===== src/rtl/imem_loader.sv =====
// imem_loader: fills instruction memory from a byte stream. The stream is a
// little-endian 16-bit word count followed by the image bytes. Bytes are
// assembled little-endian into words, and each word is written at sequential
// addresses from 0. busy holds the core in reset while a load is in progress.
module imem_loader #(
   parameter int DWIDTH = 32,
   parameter int AWIDTH = 5
) (
   input  logic              clock,
   input  logic              n_reset,
   input  logic              start,
   input  logic [7:0]        rx_data,
   input  logic              rx_valid,
   output logic              rx_ready,
   output logic              we,
   output logic [AWIDTH-1:0] waddr,
   output logic [DWIDTH-1:0] wdata,
   output logic              busy,
   output logic              done,
   output logic              error
);

   localparam int NB = DWIDTH / 8;
   localparam int BW = (NB > 1) ? $clog2(NB) : 1;
   // Depth is held in 17 bits so it compares cleanly against the 16-bit count.
   localparam logic [16:0] DEPTH = 17'(1) << AWIDTH;

   typedef enum logic [2:0] {
      IDLE, LEN0, LEN1, DATA, FLUSH, DONE, ERROR
   } state_t;

   state_t            state, state_next;
   logic [15:0]       count;
   logic [15:0]       word_cnt;
   logic [BW-1:0]     byte_cnt;
   logic [AWIDTH-1:0] addr;
   logic [DWIDTH-1:0] asm_word, asm_next;
   logic [15:0]       len_full;
   logic              accept;
   logic              last_byte;
   logic              last_word;

   assign accept    = rx_valid && rx_ready;
   assign last_byte = (byte_cnt == BW'(NB - 1));
   assign last_word = (word_cnt == count - 16'd1);
   // Full count as it will be once the LEN1 byte lands.
   assign len_full  = {rx_data, count[7:0]};

   // Insert the incoming byte into its little-endian lane of the assembly word.
   always_comb begin
      // NOTE: every combinational output gets a default first, so no path
      // leaves it unassigned and no latch is inferred.
      asm_next = asm_word;
      for (int k = 0; k < NB; k++) begin
         if (byte_cnt == BW'(k)) asm_next[8*k +: 8] = rx_data;
      end
   end

   // State register.
   always_ff @(posedge clock or negedge n_reset) begin
      if (!n_reset) state <= IDLE;
      // NOTE: sequential state uses non-blocking assignments so every register
      // samples pre-edge values regardless of process ordering.
      else          state <= state_next;
   end

   // Next-state logic.
   always_comb begin
      state_next = state;
      case (state)
         IDLE, DONE, ERROR: if (start) state_next = LEN0;
         LEN0:              if (accept) state_next = LEN1;
         LEN1: begin
            if (accept) begin
               if (len_full == 16'd0)               state_next = DONE;
               else if ({1'b0, len_full} > DEPTH)   state_next = ERROR;
               else                                 state_next = DATA;
            end
         end
         DATA:              if (accept && last_byte && last_word) state_next = FLUSH;
         FLUSH:             state_next = DONE;
         default:           state_next = IDLE;
      endcase
   end

   // Status outputs decoded from the state.
   always_comb begin
      rx_ready = 1'b0;
      busy     = 1'b0;
      done     = 1'b0;
      error    = 1'b0;
      case (state)
         LEN0, LEN1, DATA: begin
            rx_ready = 1'b1;
            busy     = 1'b1;
         end
         FLUSH:   busy  = 1'b1;
         DONE:    done  = 1'b1;
         ERROR:   error = 1'b1;
         default: ;
      endcase
   end

   // Datapath: length capture, word assembly, counters and the write port.
   always_ff @(posedge clock or negedge n_reset) begin
      if (!n_reset) begin
         count    <= '0;
         word_cnt <= '0;
         byte_cnt <= '0;
         addr     <= '0;
         asm_word <= '0;
         we       <= 1'b0;
         waddr    <= '0;
         wdata    <= '0;
      end else begin
         we <= 1'b0;
         case (state)
            IDLE, DONE, ERROR: begin
               if (start) begin
                  word_cnt <= '0;
                  byte_cnt <= '0;
                  addr     <= '0;
               end
            end
            LEN0: if (accept) count[7:0]  <= rx_data;
            LEN1: if (accept) count[15:8] <= rx_data;
            DATA: begin
               if (accept) begin
                  asm_word <= asm_next;
                  if (last_byte) begin
                     // Word complete: present it on the write port next cycle.
                     byte_cnt <= '0;
                     wdata    <= asm_next;
                     waddr    <= addr;
                     we       <= 1'b1;
                     // Wraps to 0 after a full-depth load; harmless.
                     addr     <= addr + 1'b1;
                     word_cnt <= word_cnt + 16'd1;
                  end else begin
                     byte_cnt <= byte_cnt + 1'b1;
                  end
               end
            end
            default: ;
         endcase
      end
   end

endmodule


===== config.mk =====
export PLATFORM = sky130hd
export DESIGN_NAME = imem_loader
export DESIGN_NICKNAME = d
export VERILOG_FILES = /design/src/rtl/imem_loader.sv
export SDC_FILE = /design/constraint.sdc
export NUM_CORES = 1
export LEC_CHECK = 0
export CORE_UTILIZATION = 40
export CTS_CLUSTER_DIAMETER = 80
export DETAILED_ROUTE_END_ITERATION = 7
export PLACE_DENSITY = 0.64
export SETUP_SLACK_MARGIN = 0.1
export SLEW_MARGIN = 20
export SYNTH_ARGS = -nofsm -noshare
export SYNTH_HDL_FRONTEND = slang
export SYNTH_SLANG_ARGS = --single-unit

===== constraint.sdc =====
create_clock -name clock -period 3.3 [get_ports clock]
set_input_delay 0.66 -clock clock [delete_from_list [all_inputs] [get_ports clock]]
set_output_delay 0.66 -clock clock [all_outputs]
set_load 0.1 [all_outputs]

Word-level counts from Yosys, hierarchy flattened
Index checks and enable logic that the tools add are counted.

operators by class
  add/sub/neg operators = 4
  multipliers = 0
  div/mod/pow operators = 0
  magnitude comparators = 1
  eq/ne operators = 16
  shift operators = 0
  multiplexer cells = 30
  bitwise gates (word level) = 0
  reductions and logical operators = 17

operators by type and width
  operator               number
  $mux 16                3
  $mux 8                 4
  $pmux 16 s2            1
  $mux 3                 6
  $add 16x1->16 const B  1
  $eq 16x16->1           1
  $gt 16x6->1 const B    1
  $logic_not 16->1       1
  $sub 16x1->16 const B  1
  $mux 5                 3
  $pmux 3 s5             1
  $ne 2x2->1 const B     6
  $pmux 5 s2             1
  $eq 3x3->1 const B     3
  $reduce_and 4->1       2
  $mux 1                 7
  $eq 3x2->1 const B     2
  $mux 2                 3
  $reduce_and 2->1       3
  $reduce_and 3->1       2
  $reduce_or 3->1        2
  $add 5x1->5 const B    1
  $eq 2x2->1 const B     2
  $pmux 2 s2             1
  other kinds (8)        10

storage, ports and cells
  register bits = 112
  bits in latches = 0
  RAM bits = 0
  ROM bits = 0
  input bits = 12
  output and inout bits = 42
  word-level logic and storage cells = 78
  memories kept = 0

Depth between registers and ports, before layout
  depth in word-level cells = 8
  mapped depth = 10
  mapped depth without buffers = 8

Worst setup path before layout
No wires, ideal clock.

  path kind = flip-flop to output port
  start = reg state[2]
  end = out done
  arrival time = 2.974 ns
  required time = 2.640 ns
  setup slack = -0.334 ns
  cell stages (with the launch flop) = 4
  buffers on the path = 1
  path through = dfrtp_1 > clkbuf_1 > inv_1 > nor3b_1

on the way
  longest elaborated chain between the ends = 2

RTL lines
  what                    line  RTL
  start, declared         32    state_t state, state_next;
  start signal, assigned  64    else state <= state_next;
  $eq 3x3->1              92    case (state)
  $mux 1                  92
  end, declared           19    output logic done,

Every way passes these cells.

Worst setup path in the final report
  start = reg count[0]
  end = reg state[1]

on the way
  longest elaborated chain between the ends = 5
  elaborated cells between the ends (all ways) = 9
  classes of those cells = add/sub: 1; eq/ne: 2; mux: 3; reduce/logical: 3

RTL lines
  what                        line  RTL
  start, declared             33    logic [15:0] count;
  start signal, assigned      125   LEN0: if (accept) count[7:0] <= rx_data;
  $sub 16x1->16               45    assign last_word = (word_cnt == count - 16'd1);
  $eq 16x16->1                45
  $logic_and 1x1->1           80    DATA: if (accept && last_byte && last_word) state_next = FLUSH;
  $ne 2x2->1 (no line)        -
  $reduce_and 4->1 (no line)  -

Parallel ways exist; a longest one is shown, timed or not. The select of a mux whose other input is x is not followed.
A chain may end at the register's enable or synchronous reset.

==> impl_metrics.json <==
{
  "setup_tns_ns": 0,
  "peakVddDrop_uv": 656,
  "cts_resized": 0,
  "yosysWarnings": 0,
  "finalSetupViolCount": 0,
  "overflow": 0,
  "clock_skew_ns": 0.00901,
  "startpoint": "count[0]",
  "finalNetCount": 577,
  "firstDrtPassIters": 4,
  "path_max_fanout": 9,
  "ys_ff_latch": 104,
  "maxCapViolCount": 0,
  "required_ns": 3.52,
  "grt_pass1_vias": 3901,
  "postCtsSetupBuffers": 0,
  "finalHoldViolCount": 0,
  "syn2layout_area_growth_pct": 17.5,
  "holdWs_ns": 0.250,
  "ant_nets": 0,
  "ioPinCount": 54,
  "startpoint_type": "register",
  "grt_pass1_wl_mm": 20.0,
  "rsz0062_at_grt": "false",
  "h-tree-depth": 3,
  "post-route-min-period_ns": 2.80,
  "cts_sinks": 104,
  "clock_path_buffers": 2,
  "tritoncts": "done",
  "slew_violations": 0,
  "timing.slew.headroom_pct": 56.2,
  "die_area_mm2": 0.0135,
  "worstPathArrival_ns": 3.02,
  "clk_latency_ns": 0.36,
  "fp.dieH_um": 116,
  "start_util_pct": 41.2,
  "hp-class": "input port to async pin",
  "grt_max_degree": 71,
  "fin_ws_ns": 0.505,
  "final_layout_size_suffix_gt1_share_pct": 20.4,
  "tightest_slew_ns": 0.656,
  "synth.cell_area_mm2": 0.00522,
  "track_usage_pct": 19.6,
  "antenna_found_initial": 0,
  "drc": 0,
  "finalWirelength_mm": 12.0,
  "critPathCaptureType": "register",
  "status": "complete, no violations",
  "layout_worst_path_cycle_share_pct": 84.7,
  "place_hpwl_mm": 8.42,
  "numCtsBuffers": 9,
  "core_mm2": 0.0127,
  "viasPerCell": 5.25,
  "final_area_mm2": 0.00613,
  "die_w_um": 116,
  "critPathKind": "register to register",
  "syn_area_per_cell_um2": 10.1,
  "cts_hold_buf": 0,
  "synthArstFlopShare_pct": 100,
  "vias": 3856,
  "power.density_mw_per_mm2": 927,
  "syn_nets": 535,
  "max_freq_mhz": 358,
  "dr.first_iter.drc_count": 247,
  "reg2reg_from": "count[0]",
  "portBuffers": 53,
  "synth.distinct_cells": 51,
  "clkTransAtPathRegs_ns": 0.07,
  "p_leak_nw": 2.81,
  "postSynthCellCount": 516,
  "ys_seq_area_share_pct": 49.9,
  "wl_per_cell_um": 16.4,
  "placementRows": 41,
  "synth_edf_count": 0,
  "synth-main-ff-cell": "dfrtp_1",
  "cts-root-buf": "clkbuf_16",
  "post-place-ws_ns": 0.507,
  "place_area_mm2": 0.00583,
  "n_antenna_cell": 0,
  "gp_congestion": 0.937
}
-- cells in the mapped netlist (all sizes together), types with 2 or more instances --
cell type | n | share of area [%]
or3 | 8 | 1.1
o31ai | 2 | 0.29
nor2 | 31 | 2.2
or4 | 2 | 0.29
nand2 | 82 | 5.9
dfrtp | 104 | 50
nand3 | 8 | 0.77
mux2 | 37 | 8.0
nor3 | 7 | 0.67
nor4b | 2 | 0.34
clkbuf | 31 | 2.2
o211ai | 3 | 0.43
and2 | 3 | 0.36
inv | 12 | 0.86
nor4 | 8 | 0.96
nor3b | 2 | 0.29
mux2i | 26 | 5.0
nand2b | 4 | 0.48
buf | 5 | 0.62
xnor2 | 20 | 3.4
nor2b | 4 | 0.48
nand4 | 13 | 1.6
a21oi | 8 | 0.77
o21ai | 41 | 3.9
xor2 | 18 | 3.0
a31oi | 4 | 0.48
ha | 7 | 1.7
a2111oi | 2 | 0.70
and3 | 5 | 0.60
-- path summary, 6_finish.rpt --
kind / endpoint / slack [ns] / cells past startpoint
setup / recovery: state[1] / 0.50 / 7
hold / removal: word_cnt[10] / 0.25 / 1
setup reg to reg: state[1] / 0.50 / 7
hold reg to reg: wdata[21] / 0.48 / 2
max in group asynchronous: wdata[8] / 2.30 / 2
min in group clock: wdata[21] / 0.48 / 2
-- cell families after synthesis --
group                    after synthesis  synth area share (%)
multiplexers                          63                  13.0
AO/OA/AOI/OAI                         72                  8.56
XOR/XNOR                              38                  6.38
adder cells (fa/ha/maj)                7                  1.68
buffers and inverters                 48                  3.72
flip-flops                           104                  49.9
AND/OR/NAND/NOR                      184                  16.8
-- layout by cell type, fill, tap and decap left out, types with 9 or more instances in the layout --
cell / instances
buf_4: 56
clkbuf_16: 9
clkdlybuf4s50_1: 10
dfrtp_1: 104
inv_1: 12
mux2_2: 37
mux2i_1: 26
nand2_1: 81
nand4_1: 13
nor2_1: 31
o21ai_0: 41
xnor2_1: 20
xor2_1: 18
-- worst max-delay path: stages, from the launching register on --
cell,delay [ns]
dfrtp_1,0.44
inv_1,0.10
ha_1,0.36
or4b_1,0.66
o21a_1,0.25
o31a_1,0.31
a2111oi_4,0.41
o21ai_0,0.14
-- routing by layer --
metal / global-route usage [%] / routed length, um / vias to the layer above
li1: - / - / 1860
met1: 26.5 / 5720 / 1888
met2: 30.2 / 5540 / 88
met3: 5.24 / 528 / 20
met4: 7.18 / 235 / 0
met5: 0 / 0 / -
-- power breakdown --
part | total, mW | switching [mW] | internal, mW
combinational | 2.57 | 1.71 | 0.856
clock | 1.09 | 0.478 | 0.613
sequential | 2.02 | 0.378 | 1.65
-- registers in the layout, indices dropped and copies added (netlist names) --
| register | flops |
|---|---|
| count | 16 |
| waddr | 5 |
| word_cnt | 16 |
| addr | 5 |
| asm_word | 24 |
| wdata | 32 |
| we | 1 |
| byte_cnt | 2 |
| state | 3 |
-- area by class of cell --
cell class / instances / area [um^2]
repair buffers: 67 / 541
well taps: 172 / 215
clock inverters: 4 / 52.6
fillers: 1226 / 6540
multi-input cells: 364 / 2430
inverters: 12 / 45.0
clock buffers: 12 / 246
flip-flops and latches: 104 / 2600
-- stage by stage --
| stage | power [mW] | utilization, % | cells |
|---|---|---|---|
| CTS | 5.71 | 48.4 | 735 |
| detailed placement | 4.61 | 46.0 | 719 |
| global route | 5.98 | 48.4 | 735 |
| global placement | 4.55 | 46.0 | 719 |
| floorplan | 4.02 | - | 516 |
| finish | 5.68 | 48.4 | 735 |
Power figures use the tool's default switching activity.
